===== src/rtl/conv1d_stream_engine.sv =====
// Streaming 1-D convolution of one pixel row through a run-time-loadable TAPS-wide kernel,
// with valid/ready handshakes on both sides and an optional ReLU output clamp.
module conv1d_stream_engine #(
    parameter int unsigned DATA_W  = 8,
    parameter int unsigned TAPS    = 3,
    parameter int unsigned ROW_LEN = 32,
    parameter int unsigned OUT_W   = 18,
    localparam int unsigned IDX_W  = (TAPS > 1) ? $clog2(TAPS) : 1
) (
    input  logic                     clk,
    input  logic                     rst,
    input  logic                     cfg_we,
    input  logic [IDX_W-1:0]         cfg_idx,
    input  logic signed [DATA_W-1:0] cfg_weight,
    input  logic                     relu_en,
    input  logic                     start,
    input  logic                     in_valid,
    output logic                     in_ready,
    input  logic signed [DATA_W-1:0] in_data,
    output logic                     out_valid,
    input  logic                     out_ready,
    output logic signed [OUT_W-1:0]  out_data,
    output logic                     out_last,
    output logic                     busy,
    output logic                     done
);

    localparam int unsigned CNT_W  = (ROW_LEN > 1) ? $clog2(ROW_LEN) : 1;
    localparam int unsigned PROD_W = 2 * DATA_W;

    typedef enum logic [1:0] {StIdle, StRun, StDrain, StDone} state_e;

    state_e                   r_state, w_state_next;
    logic signed [DATA_W-1:0] r_w   [TAPS];
    logic signed [DATA_W-1:0] r_win [TAPS-1];
    logic [CNT_W-1:0]         r_cnt;
    logic                     r_relu;
    logic                     r_out_valid;
    logic signed [OUT_W-1:0]  r_out_data;
    logic                     r_out_last;

    logic                     w_accept, w_push, w_pop, w_last_pix;
    logic signed [DATA_W-1:0] w_x    [TAPS];
    logic signed [PROD_W-1:0] w_prod [TAPS];
    logic signed [OUT_W-1:0]  w_sum, w_result;

    always_ff @(posedge clk or posedge rst) begin
        if (rst) r_state <= StIdle;
        else     r_state <= w_state_next;
    end

    always_comb begin
        w_state_next = r_state;
        unique case (r_state)
            StIdle:  if (start) w_state_next = StRun;
            StRun:   if (w_accept && w_last_pix) w_state_next = StDrain;
            StDrain: if (!r_out_valid || out_ready) w_state_next = StDone;
            StDone:  w_state_next = StIdle;
            default: w_state_next = StIdle;
        endcase
    end

    always_comb begin
        in_ready = (r_state == StRun) && (!r_out_valid || out_ready);
        busy     = (r_state != StIdle);
        done     = (r_state == StDone);
    end

    assign w_accept   = in_valid && in_ready;
    assign w_last_pix = (r_cnt == CNT_W'(ROW_LEN - 1));
    assign w_push     = w_accept && (32'(r_cnt) >= TAPS - 1);
    assign w_pop      = r_out_valid && out_ready;

    // Oldest tap is x[j]; the incoming pixel completes the window as x[j+TAPS-1].
    always_comb begin
        w_x[TAPS-1] = in_data;
        for (int k = 0; k < int'(TAPS) - 1; k++) w_x[k] = r_win[k];
        w_sum = '0;
        for (int k = 0; k < int'(TAPS); k++) begin
            w_prod[k] = {{DATA_W{r_w[k][DATA_W-1]}}, r_w[k]} *
                        {{DATA_W{w_x[k][DATA_W-1]}}, w_x[k]};
            w_sum = w_sum + {{(OUT_W - PROD_W){w_prod[k][PROD_W-1]}}, w_prod[k]};
        end
        w_result = (r_relu && w_sum[OUT_W-1]) ? '0 : w_sum;
    end

    always_ff @(posedge clk or posedge rst) begin
        if (rst) begin
            for (int k = 0; k < int'(TAPS); k++) r_w[k] <= '0;
            for (int k = 0; k < int'(TAPS) - 1; k++) r_win[k] <= '0;
            r_cnt       <= '0;
            r_relu      <= 1'b0;
            r_out_valid <= 1'b0;
            r_out_data  <= '0;
            r_out_last  <= 1'b0;
        end else begin
            if (r_state == StIdle) begin
                if (cfg_we && (32'(cfg_idx) < TAPS)) r_w[cfg_idx] <= cfg_weight;
                if (start) begin
                    for (int k = 0; k < int'(TAPS) - 1; k++) r_win[k] <= '0;
                    r_cnt  <= '0;
                    r_relu <= relu_en;
                end
            end
            if (w_accept) begin
                for (int k = 0; k < int'(TAPS) - 2; k++) r_win[k] <= r_win[k+1];
                r_win[TAPS-2] <= in_data;
                r_cnt         <= r_cnt + CNT_W'(1);
            end
            // A push in the same cycle as a pop simply reloads the register.
            if (w_push) begin
                r_out_valid <= 1'b1;
                r_out_data  <= w_result;
                r_out_last  <= w_last_pix;
            end else if (w_pop) begin
                r_out_valid <= 1'b0;
            end
        end
    end

    assign out_valid = r_out_valid;
    assign out_data  = r_out_data;
    assign out_last  = r_out_last;

endmodule


===== config.mk =====
export PLATFORM = sky130hd
export DESIGN_NAME = conv1d_stream_engine
export DESIGN_NICKNAME = d
export VERILOG_FILES = /design/src/rtl/conv1d_stream_engine.sv
export SDC_FILE = /design/constraint.sdc
export NUM_CORES = 1
export LEC_CHECK = 0
export CORE_MARGIN = 2
export CORE_UTILIZATION = 55
export CTS_BUF_LIST = sky130_fd_sc_hd__clkbuf_4 sky130_fd_sc_hd__clkbuf_8 sky130_fd_sc_hd__clkbuf_16
export DETAILED_ROUTE_END_ITERATION = 8
export PLACE_DENSITY = 0.73
export SETUP_SLACK_MARGIN = 0.05
export SYNTH_ARGS = -nofsm -noshare
export SYNTH_HDL_FRONTEND = slang
export SYNTH_SLANG_ARGS = --single-unit

===== constraint.sdc =====
create_clock -name clk -period 7.7 [get_ports clk]
set_clock_uncertainty 0.2 [all_clocks]
set_input_delay 1.54 -clock clk [delete_from_list [all_inputs] [get_ports clk]]
set_output_delay 1.54 -clock clk [all_outputs]
set_load 0.01 [all_outputs]

==> metrics.txt <==
adder-cell share of the synthesized area 0.519; Fin. Hold Viols 0; Core Util, Final 0.647; RSZ-0062 raised after global routing no; Storage cell area roughly 1700 sq um; Setup violations, final 0; Final GP Congestion 0.867; Core Footprint 19500 sq um; DIE AREA about 21000 sq um; average wire per standard cell 17.0 um; Final nets 1517; DP HPWL 20100 um; n_diodes 0; footprint of the multi-input gates between 8000 and 9000 sq um; outcome completed; post-synthesis compound-gate area fraction 0.0554; syn avg cell area between 10 and 15 sq um; main combinational cell family by area after synthesis adder cells; arrival time at the worst endpoint 7490 ps; share of cells above drive strength 1 0.143; Final Cycle Share 0.970; grt ovf 0; clock slew at reported path FFs around 60 ps; sequential element share of the synthesized area 0.155; total negative slack 0 ps; post-synthesis simple-gate area fraction 0.119; EDFF count, synth 0; Max transition margin 0.215; Ys Warns 0; critical path required time 7720 ps; first-pass detailed-route iteration total 4; Port Buffer Count 47; top_reg_cell synth dfrtp_1; Max Clock Freq 0.134 GHz; Reg2Reg Setup Slack 700 ps; H-tree depth 3; CTS hold repair buffers 0; Inserted Clock Buffers 9; vias per cell between 5 and 6; CTS tree yes; CTS sink cnt 68; Slew Limit Fails 0; DP Area 12200 sq um; post-synthesis xor/xnor area fraction 0.0209; global router's overall resource usage 0.253; initial detailed-routing violation count 437; fillers 1571; Post-synth ARST share 1.00; fin area 12600 sq um; # IOs 48; Clock Tree Buf Depth 2; cells after synthesis approximately 1.1k; final wirelength roughly 25000 um; DRT antenna net count 0; residual DRC count 0; root buffer cell clkbuf_16; first-pass GRT wire length between 40000 and 50000 um; Crit Path Max Fanout 9; row count ~50; hold crit path type reg2reg; max_cap viols 0; Area Overhead vs Synth 15.3%; clk_lat worst skew approximately 360 ps; antenna violations before repair 0; worst slew pin tran 1170 ps; post-synth net total ~1.4k; CP Capture Type flop; pin count of the biggest net entering global routing 69; Initial Util 0.561; Tmin final 7470 ps; Die W between 100 and 150 um; DIE HEIGHT about 150 um; Mapped Area 11000 sq um; FF+latch count, synth 68; via count between 7k and 8k; vias in the first global route 8366; post-synthesis mux area share 0.0266; type of the worst setup path in2reg; count of different cell masters after synthesis 44; crit start category input pin
[layer usage]
layer | vias to the layer above | share of wire | global-route usage
li1 | 3409 | - | -
met1 | 3876 | 0.41 | 0.331
met2 | 178 | 0.52 | 0.432
met3 | 42 | 0.042 | 0.0396
met4 | 0 | 0.030 | 0.0902
met5 | - | 0 | 0
[flip-flops by register name (all words and copies together) (netlist names)]
name,flops
out_valid,1
out_data,18
r_relu,1
r_cnt,5
r_w,24
r_win,16
r_state,2
out_last,1
[cell type report]
| cell class | count | area share |
|---|---|---|
| Tap cell | 265 | 0.0262 |
| Clock buffer | 9 | 0.0178 |
| Sequential cell | 68 | 0.135 |
| Inverter | 269 | 0.0801 |
| Clock inverter | 7 | 0.00654 |
| Multi-Input combinational cell | 706 | 0.651 |
| Timing Repair Buffer | 124 | 0.0837 |
[metrics by stage]
stage	setup slack, ps	hold slack [ps]	instances
floorplan	91.4	249	1070
CTS	52.5	280	1443
global placement	-432	262	1422
global route	32.1	304	1448
detailed placement	-525	265	1422
finish	232	277	1448
[synth_stat cells (7+ instances only)]
cell type | count | area share
a21oi_1 | 7 | 0.0032
xor2_1 | 7 | 0.0056
mux2_2 | 25 | 0.026
a22o_1 | 15 | 0.012
o21ai_0 | 16 | 0.0073
nand2_1 | 109 | 0.037
xnor2_1 | 14 | 0.011
and2_1 | 102 | 0.058
clkbuf_1 | 24 | 0.0082
fa_1 | 234 | 0.43
inv_1 | 267 | 0.091
nor2_1 | 32 | 0.011
ha_1 | 80 | 0.091
dfrtp_1 | 68 | 0.16
[path summary, 6_finish.rpt]
check / startpoint / to / cells past startpoint
min: out_last / out_last / 2
min reg2reg: out_last / out_last / 2
max in group asynchronous: rst / r_w[14] / 3
max: in_data[1] / out_data[14] / 23
max reg2reg: r_w[23] / out_data[14] / 22
min in group asynchronous: rst / out_data[4] / 3
[repair_timing]
item | CTS | global route
buffers inserted | 4 | 5
setup endpoints to repair | 18 | 18
resized for setup | 21 | 36
pin swaps | 4 | 31
cloned | 1 | 0
[critical path, cell delays in order]
cell	delay [ps]
clkbuf_2	130
nand2_2	90
inv_1	70
fa_2	660
fa_1	480
inv_2	90
fa_1	440
fa_1	540
inv_1	60
fa_1	490
fa_1	490
inv_1	50
fa_1	470
inv_1	40
ha_1	280
o21a_1	200
o21ai_2	170
and4bb_2	280
or3_4	390
a21boi_4	190
buf_6	130
buf_12	120
o31ai_1	80
[cell families after synthesis]
logic type | count (synthesis)
buf+inv | 296
mux | 26
compound gates | 79
flops | 68
xor+xnor | 23
simple gates | 264
fa+ha+maj | 314
[placed cells by master (no fill, tap or decap), types with 6 or more instances in the layout]
| cell | n |
|---|---|
| ha_1 | 78 |
| dfrtp_1 | 68 |
| o31ai_1 | 6 |
| buf_4 | 73 |
| and2_1 | 99 |
| a22o_1 | 15 |
| clkbuf_2 | 7 |
| o21ai_2 | 7 |
| nand2_1 | 107 |
| a21o_1 | 6 |
| clkbuf_16 | 9 |
| fa_1 | 227 |
| mux2_2 | 25 |
| clkdlybuf4s50_1 | 39 |
| xor2_1 | 7 |
| xnor2_1 | 14 |
| a21oi_1 | 6 |
| inv_1 | 263 |
| fa_2 | 7 |
| o21ai_0 | 12 |
| nand2b_1 | 6 |
| nor2_1 | 32 |
Power is left out: the tool's default activity adds up to more than one toggle a clock period on the data nets, which glitch-free logic cannot reach.
